`config.mk`:
```
export PLATFORM = sky130hd
export DESIGN_NAME = alu_result_reader
export DESIGN_NICKNAME = d
export VERILOG_FILES = /design/src/rtl/alu_result_reader_pkg.sv /design/src/rtl/alu_result_reader_key_press_detector.sv /design/src/rtl/alu_result_reader.sv
export SDC_FILE = /design/constraint.sdc
export NUM_CORES = 1
export LEC_CHECK = 0
export CORE_UTILIZATION = 32
export CTS_CLUSTER_SIZE = 14
export DETAILED_ROUTE_END_ITERATION = 16
export PLACE_DENSITY = 0.51
export SLEW_MARGIN = 10
export SYNTH_ARGS = -nofsm -noshare
export SYNTH_HDL_FRONTEND = slang
export SYNTH_SLANG_ARGS = --single-unit
```
`constraint.sdc`:
```
create_clock -name clock -period 4.6 [get_ports clock]
set_clock_uncertainty 0.2 [all_clocks]
set_input_delay 0.69 -clock clock [delete_from_list [all_inputs] [get_ports clock]]
set_output_delay 0.69 -clock clock [all_outputs]
set_load 0.01 [all_outputs]
```
`src/rtl/alu_result_reader_pkg.sv`:
```
// Shared types and constants for the ALU result history reader.
package alu_result_reader_pkg;

   // Display mode: live ALU output or scrolling through stored history
   typedef enum logic {
      ST_LIVE   = 1'b0,
      ST_BROWSE = 1'b1
   } state_e;

   // Board-level key lockout: 10 ms at 50 MHz
   localparam int unsigned BOARD_LOCKOUT = 500000;

   // Board ALU width and the matching stored entry width ({zero, result})
   localparam int unsigned BOARD_WIDTH   = 4;
   localparam int unsigned BOARD_ENTRY_W = BOARD_WIDTH + 1;

   // Stored entry width for a given ALU result width
   function automatic int unsigned entry_width(input int unsigned w);
      return w + 1;
   endfunction

endpackage

```
`src/rtl/alu_result_reader_key_press_detector.sv`:
```
// Raw active-low key to single-cycle accepted press pulse, with lockout.
module key_press_detector
   import alu_result_reader_pkg::*;
#(
   parameter int unsigned LOCKOUT = BOARD_LOCKOUT
) (
   input  logic clock,
   input  logic reset,
   input  logic key_n,
   output logic press_c
);

   localparam int unsigned LK_W = (LOCKOUT > 1) ? $clog2(LOCKOUT) : 1;

   logic            sync1_q, sync1_d;
   logic            sync2_q, sync2_d;
   logic            prev_q,  prev_d;
   logic [LK_W-1:0] lock_q,  lock_d;
   logic            edge_c;

   // Falling edge of the synchronized key, gated by the lockout window
   always_comb begin
      edge_c  = prev_q & ~sync2_q;
      press_c = edge_c && (lock_q == '0);
   end

   // Next-state for synchronizer chain and lockout counter
   always_comb begin
      sync1_d = key_n;
      sync2_d = sync1_q;
      prev_d  = sync2_q;
      lock_d  = lock_q;
      if (press_c) begin
         lock_d = LK_W'(LOCKOUT - 1);
      end else if (lock_q != '0) begin
         lock_d = lock_q - LK_W'(1);
      end
   end

   // Key path registers; synchronizer resets to the released level
   always_ff @(posedge clock or negedge reset) begin
      if (!reset) begin
         sync1_q <= 1'b1;
         sync2_q <= 1'b1;
         prev_q  <= 1'b1;
         lock_q  <= '0;
      end else begin
         sync1_q <= sync1_d;
         sync2_q <= sync2_d;
         prev_q  <= prev_d;
         lock_q  <= lock_d;
      end
   end

endmodule

```
`src/rtl/alu_result_reader.sv`:
```
// Captures ALU {zero, result} into a circular history and scrolls it on LEDs.
module alu_result_reader
   import alu_result_reader_pkg::*;
#(
   parameter int unsigned WIDTH   = BOARD_WIDTH,
   parameter int unsigned DEPTH   = 4,
   parameter int unsigned LOCKOUT = BOARD_LOCKOUT
) (
   input  logic                       clock,
   input  logic                       reset,
   input  logic [WIDTH-1:0]           result,
   input  logic                       zero,
   input  logic                       capture_n,
   input  logic                       step_n,
   output logic [WIDTH-1:0]           view_result,
   output logic                       view_zero,
   output logic [$clog2(DEPTH)-1:0]   view_age,
   output logic                       browse,
   output logic [$clog2(DEPTH+1)-1:0] count,
   output logic                       full
);

   localparam int unsigned ENTRY_W = entry_width(WIDTH);
   localparam int unsigned PTR_W   = $clog2(DEPTH);
   localparam int unsigned CNT_W   = $clog2(DEPTH + 1);

   logic               cap_c;
   logic               step_c;
   logic [ENTRY_W-1:0] live_c;
   logic [PTR_W-1:0]   rd_idx_c;

   state_e             state_q,  state_d;
   logic [PTR_W-1:0]   wr_ptr_q, wr_ptr_d;
   logic [CNT_W-1:0]   count_q,  count_d;
   logic [PTR_W-1:0]   age_q,    age_d;
   logic [ENTRY_W-1:0] view_q,   view_d;
   logic               full_q,   full_d;
   logic [ENTRY_W-1:0] hist_q [DEPTH];

   // Capture key
   key_press_detector #(.LOCKOUT(LOCKOUT)) u_cap_key (
      .clock   (clock),
      .reset   (reset),
      .key_n   (capture_n),
      .press_c (cap_c)
   );

   // Browse/step key
   key_press_detector #(.LOCKOUT(LOCKOUT)) u_step_key (
      .clock   (clock),
      .reset   (reset),
      .key_n   (step_n),
      .press_c (step_c)
   );

   // Mode, pointer, occupancy and displayed entry; capture beats step
   always_comb begin
      state_d  = state_q;
      wr_ptr_d = wr_ptr_q;
      count_d  = count_q;
      age_d    = age_q;
      live_c   = {zero, result};

      if (cap_c) begin
         wr_ptr_d = wr_ptr_q + PTR_W'(1);
         if (count_q != CNT_W'(DEPTH)) begin
            count_d = count_q + CNT_W'(1);
         end
         state_d = ST_LIVE;
         age_d   = '0;
      end else if (step_c) begin
         case (state_q)
            ST_LIVE: begin
               if (count_q != '0) begin
                  state_d = ST_BROWSE;
                  age_d   = '0;
               end
            end
            ST_BROWSE: begin
               if (CNT_W'(age_q) == count_q - CNT_W'(1)) begin
                  state_d = ST_LIVE;
                  age_d   = '0;
               end else begin
                  age_d = age_q + PTR_W'(1);
               end
            end
            default: begin
               state_d = ST_LIVE;
               age_d   = '0;
            end
         endcase
      end

      // Display tracks the post-update mode so it agrees with browse/view_age
      rd_idx_c = wr_ptr_q - PTR_W'(1) - age_d;
      if (state_d == ST_BROWSE) begin
         view_d = hist_q[rd_idx_c];
      end else begin
         view_d = live_c;
      end
      full_d = (count_d == CNT_W'(DEPTH));
   end

   // Control and display registers
   always_ff @(posedge clock or negedge reset) begin
      if (!reset) begin
         state_q  <= ST_LIVE;
         wr_ptr_q <= '0;
         count_q  <= '0;
         age_q    <= '0;
         view_q   <= '0;
         full_q   <= 1'b0;
      end else begin
         state_q  <= state_d;
         wr_ptr_q <= wr_ptr_d;
         count_q  <= count_d;
         age_q    <= age_d;
         view_q   <= view_d;
         full_q   <= full_d;
      end
   end

   // History storage; contents are meaningless until counted valid
   always_ff @(posedge clock) begin
      if (cap_c) begin
         hist_q[wr_ptr_q] <= live_c;
      end
   end

   assign view_result = view_q[WIDTH-1:0];
   assign view_zero   = view_q[ENTRY_W-1];
   assign view_age    = age_q;
   assign browse      = (state_q == ST_BROWSE);
   assign count       = count_q;
   assign full        = full_q;

endmodule

```
Word level (Yosys, flattened, before mapping). Memory sizes are Yosys's and may differ from the RTL's. Cells that the tools add are included. Widths: inputs -> output; s select.

Register bits after elaboration: 58. RAM bits: 20. Output and inout bits: 12. Word-level logic and storage cells: 59. Memories kept: 1.

Memories: hist_q (depth 4, bits a word 5, rd ports 1, clocked after Yosys merged registers in 0, write ports 1, RTL line alu_result_reader.sv:38) `logic [ENTRY_W-1:0] hist_q [DEPTH];`.

$add $sub $neg: 8. Eq/ne operators: 3. Mux-type cells: 19. Bitwise operators: 5. Reduce and logical (&&, ||, !) cells: 9.

Operator list (count): $mux 19 (4); $logic_not 19->1 (2); $reduce_bool 19->1 (2); $sub 19x1->19 const B (2); $mux 2 (4); $mux 1 (6); $mux 3 (2); $mux 5 (1); $add 2x1->2 const B (2); $pmux 2 s2 (1); $reduce_bool 2->1 (2); $add 3x1->3 const B (1); $eq 2x3->1 (1); $eq 3x3->1 const B (1); $ne 3x3->1 const B (1); $not 1->1 (3); $reduce_bool 3->1 (1); $sub 3x1->3 const B (1); $and 1x1->1 (2); $logic_and 1x1->1 (2); $pmux 1 s2 (1); $sub 2x1->2 const B (1); $sub 2x2->2 (1).

Longest topological paths before layout. Gate-level depths: netlist of run 1. An unclocked memory read counts as a cell.

Word-level depth: 9. Depth in mapped cells: 12. Gate-level depth less buffers: 11.

Cells and area by module. A second synthesis of run 1 with hierarchy kept.

Cells, all modules: 287. Area, all modules: 3548.4 um^2.

By module, submodules not included: key_press_detector (instances 2, cells an instance 95, area an instance 1018.5 um^2, seq. area each 554.3 um^2); alu_result_reader (instances 1, cells an instance 97, area an instance 1511.4 um^2, seq. area each 950.9 um^2).

Worst setup path after synthesis of run 1. OpenSTA, ideal clock, no wires.

Path type: flip-flop to flip-flop. Start point: reg u_cap_key.lock_q[0]. End point: reg view_q[0]. Library setup time: 0.138 ns. Arrival time: 2.831 ns. Path slack: 1.432 ns. Stages on the path, launching flop included: 13. Path buffers: 1. Clock period less this slack: 3.168 ns. Cells stage by stage: dfrtp_1 inv_1 ha_1 nor4b_1 nand2_1 nor4_4 clkbuf_1 a21o_1 ha_1 xnor2_1 xnor2_4 mux2i_1 o221ai_1.

Word-level cells in the longest chain between the ends: 6.

RTL lines: start: declaration (RTL line alu_result_reader_key_press_detector.sv:18) `logic [LK_W-1:0] lock_q, lock_d;`; start signal: assignment (RTL line alu_result_reader_key_press_detector.sv:51) `lock_q <= lock_d;`; $logic_not 19->1 (*) (RTL line alu_result_reader_key_press_detector.sv:24) `press_c = edge_c && (lock_q == '0);`; $logic_and 1x1->1 (*) (RTL line alu_result_reader_key_press_detector.sv:24); $mux 2 (RTL line alu_result_reader.sv:64) `if (cap_c) begin`; $sub 2x2->2 (RTL line alu_result_reader.sv:95) `rd_idx_c = wr_ptr_q - PTR_W'(1) - age_d;`; $mem_v2 4x5; $mux 5 (*) (RTL line alu_result_reader.sv:96) `if (state_d == ST_BROWSE) begin`; net view_d[0] (RTL line alu_result_reader.sv:36) `logic [ENTRY_W-1:0] view_q, view_d;`; end signal: assignment (RTL line alu_result_reader.sv:118) `view_q <= view_d;`; end: declaration (RTL line alu_result_reader.sv:36).

Mark *: on every way through the listed nets, which the timed path passes. The rest lies on a longest branch. A chain may end at the register's enable or synchronous reset.

Worst setup path after layout of run 1.
Start point: reg u_step_key.lock_q[5]. End point: reg view_q[2].

Word-level cells in the longest chain between the ends: 7.

RTL lines: start: declaration (RTL line alu_result_reader_key_press_detector.sv:18); start signal: assignment (RTL line alu_result_reader_key_press_detector.sv:51); $logic_not 19->1 (*) (RTL line alu_result_reader_key_press_detector.sv:24); $logic_and 1x1->1 (*) (RTL line alu_result_reader_key_press_detector.sv:24); $mux 2 (RTL line alu_result_reader.sv:71) `end else if (step_c) begin`; $mux 2 (RTL line alu_result_reader.sv:64); $sub 2x2->2 (RTL line alu_result_reader.sv:95); $mem_v2 4x5; $mux 5 (*) (RTL line alu_result_reader.sv:96); net view_d[2] (RTL line alu_result_reader.sv:36).

Marks and branches as above.

==> flow_metrics.py, run 1 <==
metrics = {
    "place": {
        "dpl.hpwl_mm": 4.55,
        "dpl_worst_slack_ns": 1.32,
        "placed_cells": 463,
        "portBuffers": 20,
        "gp_congestion": 0.724,
        "dpl_cell_area_um2": 4040,
    },
    "yosys": {
        "synth.most_common_cell": "dfrtp_1",
        "synth_largest_area_cell": "dfrtp_1",
        "synth_enable_flop_cells": 20,
        "avgSynthCellArea_um2": 12.0,
        "synth_commonest_cells": "52 x dfrtp_1, 25 x nand2_1, 24 x nor2_1",
        "postSynthCellCount": 306,
        "ys_ff_latch": 78,
        "synth_ff_type": "dfrtp_1",
        "synth_warnings": 0,
        "synth_top_area_frac": 0.354,
        "async_flop_share": 0.744,
        "syn_area_um2": 3680,
        "synthesis.nets": 327,
        "synth-seq-area-share": 0.560,
        "synthTopCellsByArea": "dfrtp_1 35%, edfxtp_1 16%, mux2i_1 5.7%",
        "yosysUniqueCellTypes": 47,
    },
    "route": {
        "post_drt_wl_per_cell_um": 13.8,
        "ant_nets": 0,
        "drt_wl_total_mm": 6.62,
        "dr.first_iter.drc_count": 68,
        "drtPass1Iterations": 4,
        "via_count": 2308,
        "drc": 0,
        "routed_via_density": 4.82,
    },
    "setup_path": {
        "worstReg2RegEnd": "view_q[2]",
        "critPathBufInv": 0,
        "timing.rr.start": "u_step_key.lock_q[5]",
        "cp.arrival_ns": 3.24,
        "crit_slowest_cell": "xnor2_4",
        "max_stage_delay_ns": 0.45,
        "reg2reg_depth": 10,
        "worstSetupPathType": "register to register",
        "critPathMaxFanout": 10,
        "critical_path_depth": 10,
        "startpoint": "u_step_key.lock_q[5]",
        "crit_chain": "nor4_4, nand4_4, nor3_2, nand3b_1, a21o_1, ha_1, xnor2_1, xnor2_4, mux2i_1, o221ai_1",
        "cp_top_family": "simple AND/OR/NAND/NOR gates",
        "cp_data_required_time_ns": 4.59,
        "cp-start-kind": "register",
        "ff2ff_setup_slack_ns": 1.35,
        "end_kind": "register",
    },
    "clock_network": {
        "clkTransAtPathRegs_ns": 0.06,
        "h-tree-depth": 3,
        "clkLatencyLatePin_ns": 0.33,
        "cts_hold_buf": 0,
        "cts.sinks": 78,
        "clock_path_buffers": 2,
        "post_cts_resize_count": 0,
        "cts_buffers": 9,
        "cts_setup_buffers": 0,
        "cts-root-buf": "clkbuf_16",
        "cts_tree": "yes",
    },
    "job": {
        "maxCapViolCount": 0,
    },
    "global_route": {
        "met1_usage": 0.163,
        "grtUsageMet3": 0.0329,
        "grt_busiest_layer": "met2",
        "grt_max_degree": 59,
        "antenna_found_initial": 0,
        "grt_pass1_vias": 2327,
        "grt-ovfl-total": 0,
        "gr-usage-all-layers": 0.124,
        "gr-usage-met2": 0.202,
        "grt_pass1_wl_mm": 11.3,
    },
    "timing": {
        "finalHoldViolCount": 0,
        "fin_crit_ns": 3.25,
        "fin_ws_ns": 1.35,
        "drv_slew": 0,
        "fin_crit_sh": 0.707,
        "setup_viol": 0,
        "tns_ns": 0,
        "max_freq_ghz": 0.307,
        "tightest_slew_ns": 0.754,
        "slew_headroom": 0.497,
        "worst_hold_slack_ns": 0.155,
        "rsz0062_at_grt": "false",
    },
    "final_layout": {
        "design_area_um2": 4350,
        "area_growth_pct": 18.2,
        "final_core_util": 0.394,
        "instances_no_fill": 479,
        "drive_gt1_frac": 0.115,
        "diodes": 0,
        "fin_nets": 355,
    },
    "floorplan": {
        "die_area_um2": 11900,
        "start_util": 0.333,
        "die_w_um": 109,
        "core.rowCount": 38,
        "fp.dieH_um": 109,
        "floorplan.core_area_um2": 11000,
        "ioPinCount": 21,
    },
    "pwr": {
        "p_leak_nw": 1.74,
        "ir_worst_vdd_v": 0.000301,
        "swShare": 0.314,
        "total_power_mw": 2.15,
        "seqPwrFrac": 0.483,
        "power_density_nw_per_um2": 495,
        "p_switching_mw": 0.675,
        "combPwrFrac": 0.184,
        "power.internal_mw": 1.48,
        "clkPwrFrac": 0.333,
    },
    "run_status": {
        "outcome": "complete, no violations",
    },
    "min_path": {
        "holdPathStages": 0,
        "min_path_type": "register to register",
        "hold_path_startpoint": "u_step_key.sync1_q",
        "hold_end": "u_step_key.prev_d",
    },
}
## worst max path at each step
stage | end | slack, ns
after floorplan | view_q[0] | 1.43
after global placement | view_q[2] | 1.41
after detailed placement | view_q[2] | 1.32
after CTS | view_q[2] | 1.32
after global routing | view_q[0] | 1.05
final | view_q[2] | 1.35
## power by group through the flow
stage | logic, mW | clock network [mW] | registers [mW]
finish | 0.396 | 0.717 | 1.04
global route | 0.453 | 0.765 | 1.07
CTS | 0.403 | 0.738 | 1.04
detailed placement | 0.403 | 0 | 1.05
global placement | 0.396 | 0 | 1.05
floorplan | 0.321 | 0 | 1.02
## cell usage in the layout, fill, tap and decap left out, types with 2 or more instances in the layout
cell             count
nand4b_1             2
xor2_1              12
nor3_1              17
nor4_4               4
a41oi_1              2
inv_6                4
nand2b_1             3
clkdlybuf4s50_1     19
clkbuf_16            9
edfxtp_1            20
and2_1               5
ha_1                12
or2_2                3
nor2b_1              5
o221ai_1             5
inv_1               13
o21ai_0             12
nand3_1              2
or3_1                4
nor4_1               4
nor2_1              24
a211oi_1             3
mux2i_1             21
nor3b_1              4
xnor2_1              8
nand2_1             25
dfstp_2              6
a21oi_1              7
a21o_1               2
a31oi_1              3
buf_4                2
dfrtp_1             52
o31ai_1              3
nand3b_1             3
## cell families after synthesis
kind of cell	share of synthesized area
simple gates	0.186
flops	0.560
compound gates	0.0820
xor+xnor	0.0551
mux	0.0572
buf+inv	0.0184
fa+ha+maj	0.0408
## cell type report
class,instances,area [µm²]
multi-input combinational,210,1550
inverter,13,48.8
clock inverter,7,77.6
tap,140,175
fill,1077,6690
clock buffer,9,225
timing repair buffer,22,210
sequential,78,2060
## layer usage
| metal | vias to the layer above | wire length (µm) | part of all wire |
|---|---|---|---|
| met1 | 1117 | 3180 | 0.48 |
| li1 | 1160 | - | - |
| met4 | 0 | 59 | 0.0089 |
| met5 | - | 0 | 0 |
| met3 | 5 | 193 | 0.029 |
| met2 | 26 | 3190 | 0.48 |
## registers in the layout, summed over array words and instances, names as in the netlist, 2 cells and up
signal / cells
u_cap_key.lock_q: 19
u_step_key.lock_q: 19
view_q: 5
count: 3
wr_ptr_q: 2
hist_q: 20
view_age: 2
No activity file was read; power rests on OpenSTA's default activity.
==> inputs of run 2 (changes only) <==
Clock period 4.6 ns to 3.1 ns, I/O delays scaled along.
==> run 2 against run 1 <==
  * Clock-buffer cell count unchanged
  * Power up 52%
  * Sequential power up 48%
  * Global-route usage up 0.41 points
  * Sequential share of layout area down 1.7 points
==> flow_metrics.py, run 2 (synthesis results as in run 1) <==
metrics = {
    "global_route": {
        "grt_pass1_wl_mm": 11.5,
        "grt-ovfl-total": 0,
        "antenna_found_initial": 0,
        "grt_max_degree": 59,
        "grt_pass1_vias": 2399,
        "gr-usage-all-layers": 0.128,
    },
    "timing": {
        "rsz0062_at_grt": "false",
        "setup_viol": 0,
        "max_freq_ghz": 0.342,
        "finalHoldViolCount": 0,
        "worst_hold_slack_ns": 0.0789,
        "fin_crit_sh": 0.942,
        "drv_slew": 0,
        "tightest_slew_ns": 0.747,
        "slew_headroom": 0.502,
        "tns_ns": 0,
        "fin_crit_ns": 2.92,
    },
    "run_status": {
        "outcome": "complete, no violations",
    },
    "setup_path": {
        "crit_chain": "nor4_4, nand4_4, nor3_4, nand3b_1, a21o_1, ha_1, xnor2_2, xnor2_4, buf_12, mux2i_1, o221ai_1",
        "end_kind": "register",
        "worstReg2RegEnd": "view_q[3]",
        "max_stage_delay_ns": 0.45,
        "ff2ff_setup_slack_ns": 0.18,
        "cp_data_required_time_ns": 3.10,
        "crit_slowest_cell": "dfrtp_2",
        "cp-start-kind": "register",
        "timing.rr.start": "u_step_key.lock_q[11]",
        "worstSetupPathType": "register to register",
        "critPathMaxFanout": 10,
        "reg2reg_depth": 11,
        "cp.arrival_ns": 2.92,
    },
    "place": {
        "dpl.hpwl_mm": 4.69,
        "portBuffers": 20,
        "gp_congestion": 0.740,
    },
    "clock_network": {
        "cts.sinks": 78,
        "h-tree-depth": 3,
        "clkTransAtPathRegs_ns": 0.07,
        "cts_buffers": 9,
        "clkLatencyLatePin_ns": 0.34,
        "cts_tree": "yes",
        "cts-root-buf": "clkbuf_16",
        "clock_path_buffers": 2,
    },
    "pwr": {
        "swShare": 0.313,
        "power_density_nw_per_um2": 726,
        "power.internal_mw": 2.25,
        "seqPwrFrac": 0.469,
        "combPwrFrac": 0.207,
        "total_power_mw": 3.28,
        "clkPwrFrac": 0.324,
        "p_leak_nw": 1.83,
        "ir_worst_vdd_v": 0.000435,
        "p_switching_mw": 1.02,
    },
    "final_layout": {
        "drive_gt1_frac": 0.169,
        "layout_commonest_cell": "dfrtp_1",
        "regMostFlops": "hist_q",
        "reg.largest.list": "hist_q (20), u_cap_key.lock_q (19), u_step_key.lock_q (19)",
        "fillCellCount": 1048,
        "diodes": 0,
        "multi_input_area_um2": 1580,
        "ff_latch_area_um2": 2060,
        "area_growth_pct": 22.8,
        "final_cell_mix": "51 x dfrtp_1, 25 x nand2_1, 24 x nor2_1",
        "fin_nets": 372,
        "largest_register_ffs": 20,
    },
    "floorplan": {
        "ioPinCount": 21,
        "die_area_um2": 11900,
        "die_w_um": 109,
        "core.rowCount": 38,
        "floorplan.core_area_um2": 11000,
        "fp.dieH_um": 109,
        "start_util": 0.333,
    },
    "route": {
        "ant_nets": 0,
        "post_drt_wl_per_cell_um": 13.6,
        "drtPass1Iterations": 4,
        "routed_via_density": 4.76,
        "drt_wl_total_mm": 6.74,
        "via_count": 2360,
        "drc": 0,
        "dr.first_iter.drc_count": 94,
    },
    "job": {
        "maxCapViolCount": 0,
    },
    "min_path": {
        "min_path_type": "primary input to asynchronous set/reset pin",
    },
}
==> run 2: final cells by class <==
class / instances / share of cell area
Tap cell: 140 / 0.0388
Sequential cell: 78 / 0.456
Clock inverter: 7 / 0.0175
Clock buffer: 9 / 0.0499
Timing Repair Buffer: 39 / 0.0776
Inverter: 13 / 0.0108
Multi-Input combinational cell: 210 / 0.349
==> run 2: how the worst max path moves through the flow <==
stage	start	to	slack (ns)	cells past startpoint
after floorplan	u_cap_key.lock_q[11]	view_q[0]	0.03	10
after CTS	u_step_key.lock_q[12]	view_q[1]	0.009	11
final	u_step_key.lock_q[11]	view_q[3]	0.18	11
after global routing	u_step_key.lock_q[11]	view_q[1]	0.001	11
after global placement	u_step_key.lock_q[12]	view_q[0]	0.07	10
after detailed placement	u_step_key.lock_q[12]	view_q[1]	-0.04	10
==> run 2: metrics by stage <==
stage                     cells  worst slack, ns   util  instance area [µm²]
after floorplan             306           0.0293      -                 3680
after global placement      477           0.0722  0.376                 4150
after detailed placement    477          -0.0383  0.376                 4150
after CTS                   494          0.00906  0.405                 4470
after global routing        496          0.00114  0.409                 4510
final                       496            0.179  0.409                 4510
==> run 2: layer usage <==
metal | global-route usage | wire, µm | vias to the layer above
met5 | 0 | 0 | -
met4 | 0.0410 | 74 | 0
met3 | 0.0436 | 224 | 9
met2 | 0.216 | 3300 | 32
met1 | 0.154 | 3130 | 1134
li1 | - | - | 1185
==> run 2: power groups by stage <==
stage / registers, mW / logic [mW] / clock network (mW)
after global routing: 1.58 / 0.770 / 1.14
after detailed placement: 1.55 / 0.661 / 0
after floorplan: 1.51 / 0.477 / 0
after CTS: 1.53 / 0.668 / 1.09
after global placement: 1.54 / 0.652 / 0
final: 1.54 / 0.678 / 1.06
==> run 2: timing repair <==
item | in CTS | in global routing
resized for setup | 0 | 5
hold buffers | 0 | 0
pin swaps | 1 | 5
setup endpoints to repair | 5 | 5
setup buffers | 1 | 2
==> run 2: critical path, delay by kind of cell (launching register included) <==
kind,cells,cell delay (ns)
AND/OR/NAND/NOR,4,0.81
buffers and inverters,1,0.16
adder cells (fa/ha/maj),1,0.21
AO/OA/AOI/OAI,2,0.35
XOR/XNOR,2,0.41
flip-flops,1,0.45
multiplexers,1,0.18
==> inputs of run 3 (changes only) <==
Settings changed: ABC_CLOCK_PERIOD_IN_PS set to 3100, CTS_CLUSTER_SIZE 14 to unset.
==> results of run 3 <==
Same layout as run 2: the final DEF is identical, and so are final timing and power.
